$ cat src/rtl/fifo_if.sv
`default_nettype none
// ============================================================================
// Module   : fifo_if
// Brief    : Handshake bundle between a producer/consumer and sync_fifo.
//            Optional error flags present when SYNC_FIFO_ERR_EN is defined.
// Revision : 1.0 - initial release
// ============================================================================
interface fifo_if #(
   parameter int DATA_WIDTH = 8
);
   logic                  wr;
   logic                  rd;
   logic [DATA_WIDTH-1:0] din;
   logic [DATA_WIDTH-1:0] dout;
   logic                  empty;
   logic                  full;
`ifdef SYNC_FIFO_ERR_EN
   logic                  overflow;
   logic                  underflow;

   modport master (
      output wr, rd, din,
      input  dout, empty, full, overflow, underflow
   );

   modport slave (
      input  wr, rd, din,
      output dout, empty, full, overflow, underflow
   );
`else
   modport master (
      output wr, rd, din,
      input  dout, empty, full
   );

   modport slave (
      input  wr, rd, din,
      output dout, empty, full
   );
`endif
endinterface
`default_nettype wire

$ cat src/rtl/sync_fifo.sv
`default_nettype none
// ============================================================================
// Module   : sync_fifo
// Brief    : Single-clock FIFO with registered read port and full/empty flags.
//            Define SYNC_FIFO_ERR_EN to add sticky overflow/underflow outputs.
// Revision : 1.0 - initial release
// ============================================================================
module sync_fifo #(
   parameter int DATA_WIDTH = 8,
   parameter int DEPTH      = 16
) (
   input  wire logic clk,
   input  wire logic rst,
   fifo_if.slave     bus
);

   localparam int c_addr_w  = (DEPTH > 1) ? $clog2(DEPTH) : 1;
   localparam int c_count_w = c_addr_w + 1;
   localparam logic [c_count_w-1:0] c_full_count = c_count_w'(DEPTH);

   logic [DATA_WIDTH-1:0] r_mem [DEPTH];
   logic [c_addr_w-1:0]   r_wptr;
   logic [c_addr_w-1:0]   r_rptr;
   logic [c_count_w-1:0]  r_count;
   logic [DATA_WIDTH-1:0] r_dout;

   logic w_empty;
   logic w_full;
   logic w_wr_ok;
   logic w_rd_ok;

   // Flags come straight from the registered occupancy, so they can never
   // both be high and only move on an edge or on reset.
   assign w_empty = (r_count == '0);
   assign w_full  = (r_count == c_full_count);
   assign w_wr_ok = bus.wr & ~w_full;
   assign w_rd_ok = bus.rd & ~w_empty;

   assign bus.empty = w_empty;
   assign bus.full  = w_full;
   assign bus.dout  = r_dout;

   // Storage is deliberately not reset; stale contents are unreachable once
   // the pointers and count are cleared.
   always_ff @(posedge clk) begin
      if (w_wr_ok) begin
         r_mem[r_wptr] <= bus.din;
      end
   end

   always_ff @(posedge clk or negedge rst) begin
      if (!rst) begin
         r_wptr  <= '0;
         r_rptr  <= '0;
         r_count <= '0;
         r_dout  <= '0;
      end else begin
         if (w_wr_ok) begin
            r_wptr <= r_wptr + 1'b1;
         end
         if (w_rd_ok) begin
            r_dout <= r_mem[r_rptr];
            r_rptr <= r_rptr + 1'b1;
         end
         case ({w_wr_ok, w_rd_ok})
            2'b10:   r_count <= r_count + 1'b1;
            2'b01:   r_count <= r_count - 1'b1;
            default: r_count <= r_count;
         endcase
      end
   end

`ifdef SYNC_FIFO_ERR_EN
   logic r_overflow;
   logic r_underflow;

   always_ff @(posedge clk or negedge rst) begin
      if (!rst) begin
         r_overflow  <= 1'b0;
         r_underflow <= 1'b0;
      end else begin
         if (bus.wr && w_full) begin
            r_overflow <= 1'b1;
         end
         if (bus.rd && w_empty) begin
            r_underflow <= 1'b1;
         end
      end
   end

   assign bus.overflow  = r_overflow;
   assign bus.underflow = r_underflow;
`endif

endmodule
`default_nettype wire

$ cat src/flat_wrapper.sv
// flat-port wrapper written by rule: the top's interface ports become plain ports
module sync_fifo_flat 
#(
   parameter int DATA_WIDTH = 8,
   parameter int DEPTH      = 16
)
  (clk, rst, bus_wr, bus_rd, bus_din, bus_dout, bus_empty, bus_full);
  fifo_if #(.DATA_WIDTH(DATA_WIDTH)) bus_i ();
  input  wire logic clk;
  input  wire logic rst;
  input wire logic [$bits(bus_i.wr)-1:0] bus_wr;
  input wire logic [$bits(bus_i.rd)-1:0] bus_rd;
  input wire logic [$bits(bus_i.din)-1:0] bus_din;
  output wire logic [$bits(bus_i.dout)-1:0] bus_dout;
  output wire logic [$bits(bus_i.empty)-1:0] bus_empty;
  output wire logic [$bits(bus_i.full)-1:0] bus_full;
  assign bus_i.wr = bus_wr;
  assign bus_i.rd = bus_rd;
  assign bus_i.din = bus_din;
  assign bus_dout = bus_i.dout;
  assign bus_empty = bus_i.empty;
  assign bus_full = bus_i.full;
  sync_fifo #(.DATA_WIDTH(DATA_WIDTH), .DEPTH(DEPTH)) u_core (.clk(clk), .rst(rst), .bus(bus_i));
endmodule
$ cat config.mk
export PLATFORM = sky130hd
export DESIGN_NAME = sync_fifo_flat
export DESIGN_NICKNAME = d
export VERILOG_FILES = /design/src/rtl/fifo_if.sv /design/src/rtl/sync_fifo.sv /design/src/flat_wrapper.sv
export SDC_FILE = /design/constraint.sdc
export NUM_CORES = 1
export LEC_CHECK = 0
export CORE_MARGIN = 5
export CORE_UTILIZATION = 60
export CTS_CLUSTER_SIZE = 16
export DETAILED_ROUTE_END_ITERATION = 8
export PLACE_DENSITY = 0.84
export RECOVER_POWER = 100
export SLEW_MARGIN = 30
export SYNTH_ARGS = -nofsm -noshare
export SYNTH_HDL_FRONTEND = slang
export SYNTH_SLANG_ARGS = --single-unit
$ cat constraint.sdc
create_clock -name clk -period 3.4 [get_ports clk]
set_input_delay 0.34 -clock clk [delete_from_list [all_inputs] [get_ports clk]]
set_output_delay 0.34 -clock clk [all_outputs]
set_load 0.02 [all_outputs]
# Word-level counts from Yosys, hierarchy flattened

Memories as Yosys holds them, arrays and structs flattened. A register that Yosys moved wholly into a read port is not among the register bits.
Index checks and enable logic that the tools add are counted.

Add/sub/neg operators: 4
Equality and inequality tests: 3
Multiplexer cells: 3
Bitwise gates (word level): 4
Reduce and logical (&&, ||, !) cells: 3

Operators with widths:

| operator              | number |
|---|---|
| $pmux W5 S2           | 1 |
| $add A4 B1 Y4 const B | 2 |
| $add A5 B1 Y5 const B | 1 |
| $eq A5 B5 Y1 const B  | 1 |
| $logic_not A5 Y1      | 1 |
| $sub A5 B1 Y5 const B | 1 |
| $and A1 B1 Y1         | 2 |
| $eq A2 B1 Y1 const B  | 1 |
| $eq A2 B2 Y1 const B  | 1 |
| $mux W1               | 2 |
| $not A1 Y1            | 2 |
| $reduce_bool A2 Y1    | 1 |
| $logic_not A1 Y1      | 1 |

Register bits after elaboration: 13
Bits in writable memories: 128
Input bits: 12
Output and inout bits: 10
Word-level logic and storage cells: 21
Memories: 1

Memory list:

| name         | words | width | read ports | clocked after memory_dff | write ports | line            | text |
|---|---|---|---|---|---|---|---|
| u_core.r_mem | 16    | 8     | 1          | 1                        | 1           | sync_fifo.sv:21 | `logic [DATA_WIDTH-1:0] r_mem [DEPTH];` |

# Logic depth before layout (Yosys ltp)

Gate-level depths: netlist of run 1.

Depth in word-level cells: 5
Gate-level depth with buffers: 10
Mapped depth without buffers: 9

# Worst setup path after synthesis of run 1

Ideal clock, no wire load.

Path type: register to register
From: register u_core.r_count[3]
To: register u_core.r_count[4]
Setup time: 80 ps
Data arrival time: 2638 ps
Data required time: 3320 ps
Slack: 682 ps
Stages on the path, launching flop included: 10
Buffers on the path: 1
Clock period less this slack: 2718 ps
Cells stage by stage: dfrtp_1 -> or3_1 -> o31a_1 -> buf_2 -> ha_1 -> fa_1 -> a21o_1 -> a21oi_1 -> mux2i_1 -> xnor2_1

Word-level cells in the longest chain between the ends: 5
Elaborated cells on any way between the ends: 12
Those cells by class: 2 x add/sub; 3 x eq/ne; 1 x mux; 4 x bitwise; 2 x reduce/logical

RTL lines:

| element                                                  | line            | text |
|---|---|---|
| start: declaration                                       | sync_fifo.sv:24 | `logic [c_count_w-1:0] r_count;` |
| start signal: assignment                                 | sync_fifo.sv:66 | `2'b10: r_count <= r_count + 1'b1;` |
| start signal: assignment                                 | sync_fifo.sv:67 | `2'b01: r_count <= r_count - 1'b1;` |
| start signal: assignment                                 | sync_fifo.sv:68 | `default: r_count <= r_count;` |
| $logic_not A5 Y1 (*)                                     | sync_fifo.sv:34 | `assign w_empty = (r_count == '0);` |
| $not A1 Y1 (*)                                           | sync_fifo.sv:37 | `assign w_rd_ok = bus.rd & ~w_empty;` |
| $and A1 B1 Y1 (*)                                        | sync_fifo.sv:37 |  |
| named net u_core.w_rd_ok                                 | sync_fifo.sv:30 | `logic w_rd_ok;` |
| $eq A2 B1 Y1 / $eq A2 B2 Y1 (equally long branches)      | sync_fifo.sv:65 | `case ({w_wr_ok, w_rd_ok})` |
| $pmux W5 S2 / $reduce_bool A2 Y1 (equally long branches) | --              |  |

Mark *: on every way through the listed nets, which the timed path passes. The rest lies on a longest branch.
A chain may end at the register's enable or synchronous reset.

==> impl_metrics.ini, run 1 <==
[place]
place_area_um2 = 6350
hpwl_um = 7070
io_buffers = 21
numPlacedInstances = 452
gp_congestion = 0.761

[final_layout]
drive_gt1_share_pct = 18.8
final_cell_area_um2 = 6930
multiInputGateArea_um2 = 1500
fin_cells = 485
diodes = 0
fillers = 610
regArea_um2 = 4370
layout.nets = 361
final_cell_mix = edfxtp_1, dfrtp_1, mux4_2, dlygate4sd3_1
area_delta_synth_final_pct = 15.6
mostFrequentLayoutCell = edfxtp_1

[logic_synthesis]
seq_area_frac_synth_pct = 72.9
syn_inst = 304
synth.ff_latch_count = 149
synth_area_um2 = 5990
avgSynthCellArea_um2 = 19.7
ys_types = 32
synth_nets = 326
ys_warn_count = 0

[sta]
finalHoldViolations = 0
rsz0062_at_grt = false
slew_headroom_pct = -1.92
post-route-period-util_pct = 85.6
fmax_ghz = 0.344
tightest_slew_ns = 1.53
skew_ns = 0.00881
final-setup-viol-count = 0
finalMaxSlewViolations = 28
tns_ns = 0
period_needed_ns = 2.91

[routing]
wl_um = 11900
vias = 3035
dr.first_iter.drc_count = 317
post-route-drc-count = 0
firstDrtPassIters = 5
wire_per_inst_um = 24.6
viasPerCell = 6.26
postRouteAntennaNets = 0

[clock_network]
cts_buffer_depth = 2
cts_sinks = 149
cts_tree = built
clkTransAtPathRegs_ns = 0.06
numCtsBuffers = 17
cts_root_buffer = clkbuf_8
clk_latency_ns = 0.52
h-tree-depth = 4

[critical_path]
crit_arrival_ns = 3.27
path_max_fanout = 27
cp-end-kind = register
crit_path_start_kind = register
required_ns = 3.76
criticalPathCategory = reg -> reg

[global_routing]
use_met2_pct = 36.8
use_met1_pct = 27.8
grt_overflow = 0
grt_max_degree = 28
grt_pass1_wl_um = 18500
grt_pass1_vias = 3209
grt_use_met3_pct = 5.81
track_usage_pct = 22.3
antenna_found_initial = 0
busiest_layer = met2

[die]
pin_count = 22
row_count = 36
initial_core_util_pct = 61.3
coreArea_um2 = 9770
die_area_um2 = 12100
dieHeight_um = 110
die-width_um = 110

[power_and_ir_drop]
p_per_area_nw_per_um2 = 872
p_total_mw = 6.04
p_leak_nw = 2.35
ir_drop_mv = 0.744

[outcome]
failed_checks = capacitance limit, slew limit
outcome = finished with violations

[min_path]
hold_class = reg -> reg

[run]
drv_cap = 1
## repair_timing
| action | CTS | global route |
|---|---|---|
| resized for setup | 0 | 0 |
| hold buffers | 1 | 0 |
| setup buffers | 0 | 0 |
| endpoints found under the hold margin | 21 | 0 |
## where the power goes
group	total [mW]	switching [mW]	internal (mW)
Combinational	1.51	0.736	0.773
Sequential	2.62	0.348	2.28
Clock	1.91	0.767	1.14
## metal layers
metal	share of wire, %	up-vias
met1	38	1568
met3	7.3	23
met5	0	-
met2	52	137
li1	-	1307
met4	2.6	0
## worst paths after layout
kind / startpoint / end / slack [ns] / cells past startpoint
max: u_core.r_rptr[2] / u_core.bus.dout[7] / 0.49 / 4
min in group asynchronous: rst / u_core.bus.dout[4] / 0.59 / 2
min: u_core.r_count[3] / u_core.r_count[3] / 0.53 / 2
max in group asynchronous: rst / u_core.r_rptr[3] / 2.01 / 2
max reg2reg: u_core.r_rptr[2] / u_core.bus.dout[7] / 0.49 / 4
min reg2reg: u_core.r_count[3] / u_core.r_count[3] / 0.53 / 2
## kinds of logic after synthesis
family	synth area share, %
adders and majority gates	2.21
and+or+nand+nor	2.76
muxes	14.9
buffers and inverters	2.01
DFF	72.9
AOI/OAI and AO/OA	3.74
xor gates and xnor gates	1.46
## cell usage after synthesis
| library cell | count | area (µm²) |
|---|---|---|
| mux2_2 | 10 | 113 |
| a21oi_1 | 10 | 50.1 |
| buf_2 | 4 | 20.0 |
| buf_4 | 1 | 7.51 |
| or2_2 | 1 | 6.26 |
| a21o_1 | 2 | 15.0 |
| ha_1 | 9 | 113 |
| o21ai_0 | 3 | 15.0 |
| mux4_1 | 13 | 342 |
| inv_1 | 4 | 15.0 |
| nor2_1 | 13 | 48.8 |
| or3_1 | 1 | 6.26 |
| o311ai_4 | 1 | 26.3 |
| clkdlybuf4s15_1 | 1 | 10.0 |
| mux4_2 | 19 | 428 |
| xnor2_1 | 8 | 70.1 |
| xor2_1 | 2 | 17.5 |
| o31a_1 | 2 | 17.5 |
| nor2b_1 | 1 | 6.26 |
| nand2_2 | 1 | 6.26 |
| edfxtp_1 | 128 | 3840 |
| dfrtp_1 | 21 | 526 |
| o22ai_1 | 16 | 100 |
| buf_6 | 3 | 33.8 |
| nor3_1 | 6 | 30.0 |
| fa_1 | 1 | 20.0 |
| buf_1 | 2 | 7.51 |
| nand2_1 | 8 | 30.0 |
| mux2i_1 | 1 | 10.0 |
| nand2b_1 | 3 | 18.8 |
| nand4_1 | 2 | 12.5 |
| clkbuf_1 | 7 | 26.3 |
## cell type report
class                      instances  area share (%)
multi-input combinational        133            21.6
clock buffer                      17            5.98
sequential                       149            63.1
timing repair buffer              34            3.87
tap                              133            2.40
inverter                           4           0.217
clock inverter                    15            2.78
## sequential cells by signal, indices dropped and copies added (netlist names)
signal,flops
u_core.r_count,5
u_core.r_wptr,4
u_core.r_rptr,4
u_core.bus.dout,8
u_core.r_mem,128
## critical path, cell delays in order (launching register included)
cell and delay [ns]:
dfrtp_1 1.36, clkbuf_2 0.49, mux4_2 0.56, o22ai_1 0.21, a21oi_1 0.10
## per-stage QoR
stage	utilization (%)	hold WS [ns]	setup WS [ns]
2_1_floorplan	-	0.0444	0.682
3_3_place_gp	65.0	0.491	0.735
3_5_place_dp	65.0	0.329	0.653
4_1_cts	71.3	0.306	0.633
5_1_grt	70.9	0.567	0.303
6_report	70.9	0.525	0.490
Power figures use the tool's default switching activity.
==> run 2, diff against run 1 <==
--- a/config.mk
+++ b/config.mk
@@ -5,11 +5,14 @@
 export SDC_FILE = /design/constraint.sdc
 export NUM_CORES = 1
 export LEC_CHECK = 0
+export CELL_PAD_IN_SITES_DETAIL_PLACEMENT = 2
+export CELL_PAD_IN_SITES_GLOBAL_PLACEMENT = 2
+export CORE_ASPECT_RATIO = 1.5
 export CORE_MARGIN = 5
-export CORE_UTILIZATION = 60
+export CORE_UTILIZATION = 51
 export CTS_CLUSTER_SIZE = 16
 export DETAILED_ROUTE_END_ITERATION = 8
-export PLACE_DENSITY = 0.84
+export PLACE_DENSITY = 0.89
 export RECOVER_POWER = 100
 export SLEW_MARGIN = 30
 export SYNTH_ARGS = -nofsm -noshare
==> constraint.sdc (replaced) <==
create_clock -name clk -period 3.78 [get_ports clk]
set_input_delay 0.378 -clock clk [delete_from_list [all_inputs] [get_ports clk]]
set_output_delay 0.378 -clock clk [all_outputs]
set_load 0.02 [all_outputs]
==> run 2 against run 1 <==
  * The flow now finishes without violations
  * Routed wire length rose by 29%
  * Global-route usage up 1.2 points
  * Count of clock-buffer cells in the layout rose by 3
  * Design area shrank 0.99%
  * Clock skew grew 0.0037 ns
  * Flip-flop and latch count is the same
  * Largest cell class unchanged
  * Largest power group unchanged
==> impl_metrics.ini, run 2 (same netlist as run 1, synthesis figures left out) <==
[outcome]
outcome = completed

[power_and_ir_drop]
ir_drop_mv = 0.430
p_per_area_nw_per_um2 = 784
p_leak_nw = 2.31

[die]
die_area_um2 = 14100
coreArea_um2 = 11500
row_count = 48
die-width_um = 98.5
initial_core_util_pct = 52.0
dieHeight_um = 143
pin_count = 22

[sta]
fmax_ghz = 0.329
tns_ns = 0
post-route-period-util_pct = 80.5
slew_headroom_pct = 14.3
period_needed_ns = 3.04
fin_ws_ns = 0.737
tightest_slew_ns = 1.28
finalMaxSlewViolations = 0
skew_ns = 0.0125
finalHoldViolations = 0
final-setup-viol-count = 0
rsz0062_at_grt = false

[clock_network]
cts_sinks = 149
clk_latency_ns = 0.43
numCtsBuffers = 17
h-tree-depth = 4
cts_buffer_depth = 2
cts_tree = built
clkTransAtPathRegs_ns = 0.07
postCtsSetupRepairBufs = 0
cts_root_buffer = clkbuf_16

[final_layout]
largest_register_ffs = 128
diodes = 0
layout.nets = 357
area_delta_synth_final_pct = 14.5
fin_util_pct = 59.5
drive_gt1_share_pct = 18.7
largest-register = u_core.r_mem
mostFrequentLayoutCell = edfxtp_1
final_cell_mix = edfxtp_1, dfrtp_1, mux4_2, dlygate4sd3_1, clkbuf_16
final_cell_area_um2 = 6860

[global_routing]
grt_max_degree = 22
antenna_found_initial = 0
grt_pass1_vias = 3424
track_usage_pct = 23.5
grt_overflow = 0
grt_pass1_wl_um = 23100

[min_path]
worstHoldStart = u_core.r_count[2]
holdPathStages = 2
hold_class = reg -> reg
min_to = u_core.r_count[2]

[critical_path]
criticalPathCategory = reg -> reg
crit_path_start_kind = register
required_ns = 4.13
reg2reg_slack_ns = 0.74
rr_startpoint = u_core.r_count[3]
path_max_fanout = 21
cp-end-kind = register
timing.rr.end = u_core.r_count[4]
reg2reg_depth = 9
crit_arrival_ns = 3.39

[routing]
wl_um = 15300
post-route-drc-count = 0
firstDrtPassIters = 4
viasPerCell = 6.05
vias = 3013
postRouteAntennaNets = 0
wire_per_inst_um = 30.7
dr.first_iter.drc_count = 289

[place]
place_area_um2 = 6340
dpl_worst_slack_ns = 0.737
hpwl_um = 10100
gp_congestion = 0.750
io_buffers = 21

[run]
drv_cap = 0
-- run 2: changes by cell type in the layout (fill, tap and decap cells not counted), sizes merged --
cell,change
buf,+1
bufinv,-3
clkbuf,-2
clkinv,+4
inv,-4
-- run 2: layout make-up --
| type | instances | area [µm²] |
|---|---|---|
| multi-input cells | 133 | 1500 |
| fillers | 937 | 4670 |
| well taps | 150 | 188 |
| clock inverters | 12 | 82.6 |
| flip-flops and latches | 149 | 4370 |
| clock buffers | 20 | 447 |
| inverters | 4 | 15.0 |
| repair buffers | 30 | 256 |
-- run 2: per-layer routing --
layer  vias to the layer above  GRT usage [%]  wire length (µm)
li1                       1289              -                 -
met1                      1613           29.6              6110
met2                        90           41.0              8330
met3                        21           5.18               640
met4                         0           6.98               228
met5                         -              0                 0
-- run 2: how the worst max path moves through the flow --
stage	from	slack [ns]	endpoint	cells after the start
finish	u_core.r_count[3]	0.74	u_core.r_count[4]	9
floorplan	u_core.r_count[3]	1.06	u_core.r_count[4]	9
CTS	u_core.r_count[3]	0.72	u_core.r_count[4]	9
global placement	u_core.r_count[3]	0.91	u_core.r_count[4]	9
detailed placement	u_core.r_count[3]	0.74	u_core.r_count[4]	9
global route	u_core.r_count[3]	0.61	u_core.r_count[4]	9
-- run 2: critical path: stages, from the launching register on --
cell	delay, ns
dfrtp_1	0.42
or3_1	0.51
o31a_1	0.28
buf_4	0.21
ha_1	0.32
fa_1	0.45
a21o_1	0.20
a21oi_1	0.17
mux2i_1	0.25
xnor2_1	0.14
-- run 2: what timing repair did --
| action | CTS | global route |
|---|---|---|
| hold buffers | 0 | 1 |
| endpoints found under the hold margin | 0 | 21 |
| gates resized for setup | 0 | 0 |
-- run 2: power by group --
part / switching [mW] / internal, mW / total [mW] / leakage (nW)
Combinational: 0.766 / 0.699 / 1.47 / 0.657
Clock: 0.683 / 0.855 / 1.54 / 0.256
Sequential: 0.322 / 2.05 / 2.37 / 1.40
Total: 1.77 / 3.60 / 5.37 / 2.31
-- run 2: per-stage QoR --
step / hold slack (ns) / power, mW / std cells
floorplan: 0.0824 / 3.33 / 304
global placement: 0.488 / 3.69 / 465
detailed placement: 0.563 / 3.89 / 465
CTS: 0.526 / 5.46 / 497
global route: 0.619 / 5.63 / 498
finish: 0.572 / 5.37 / 498
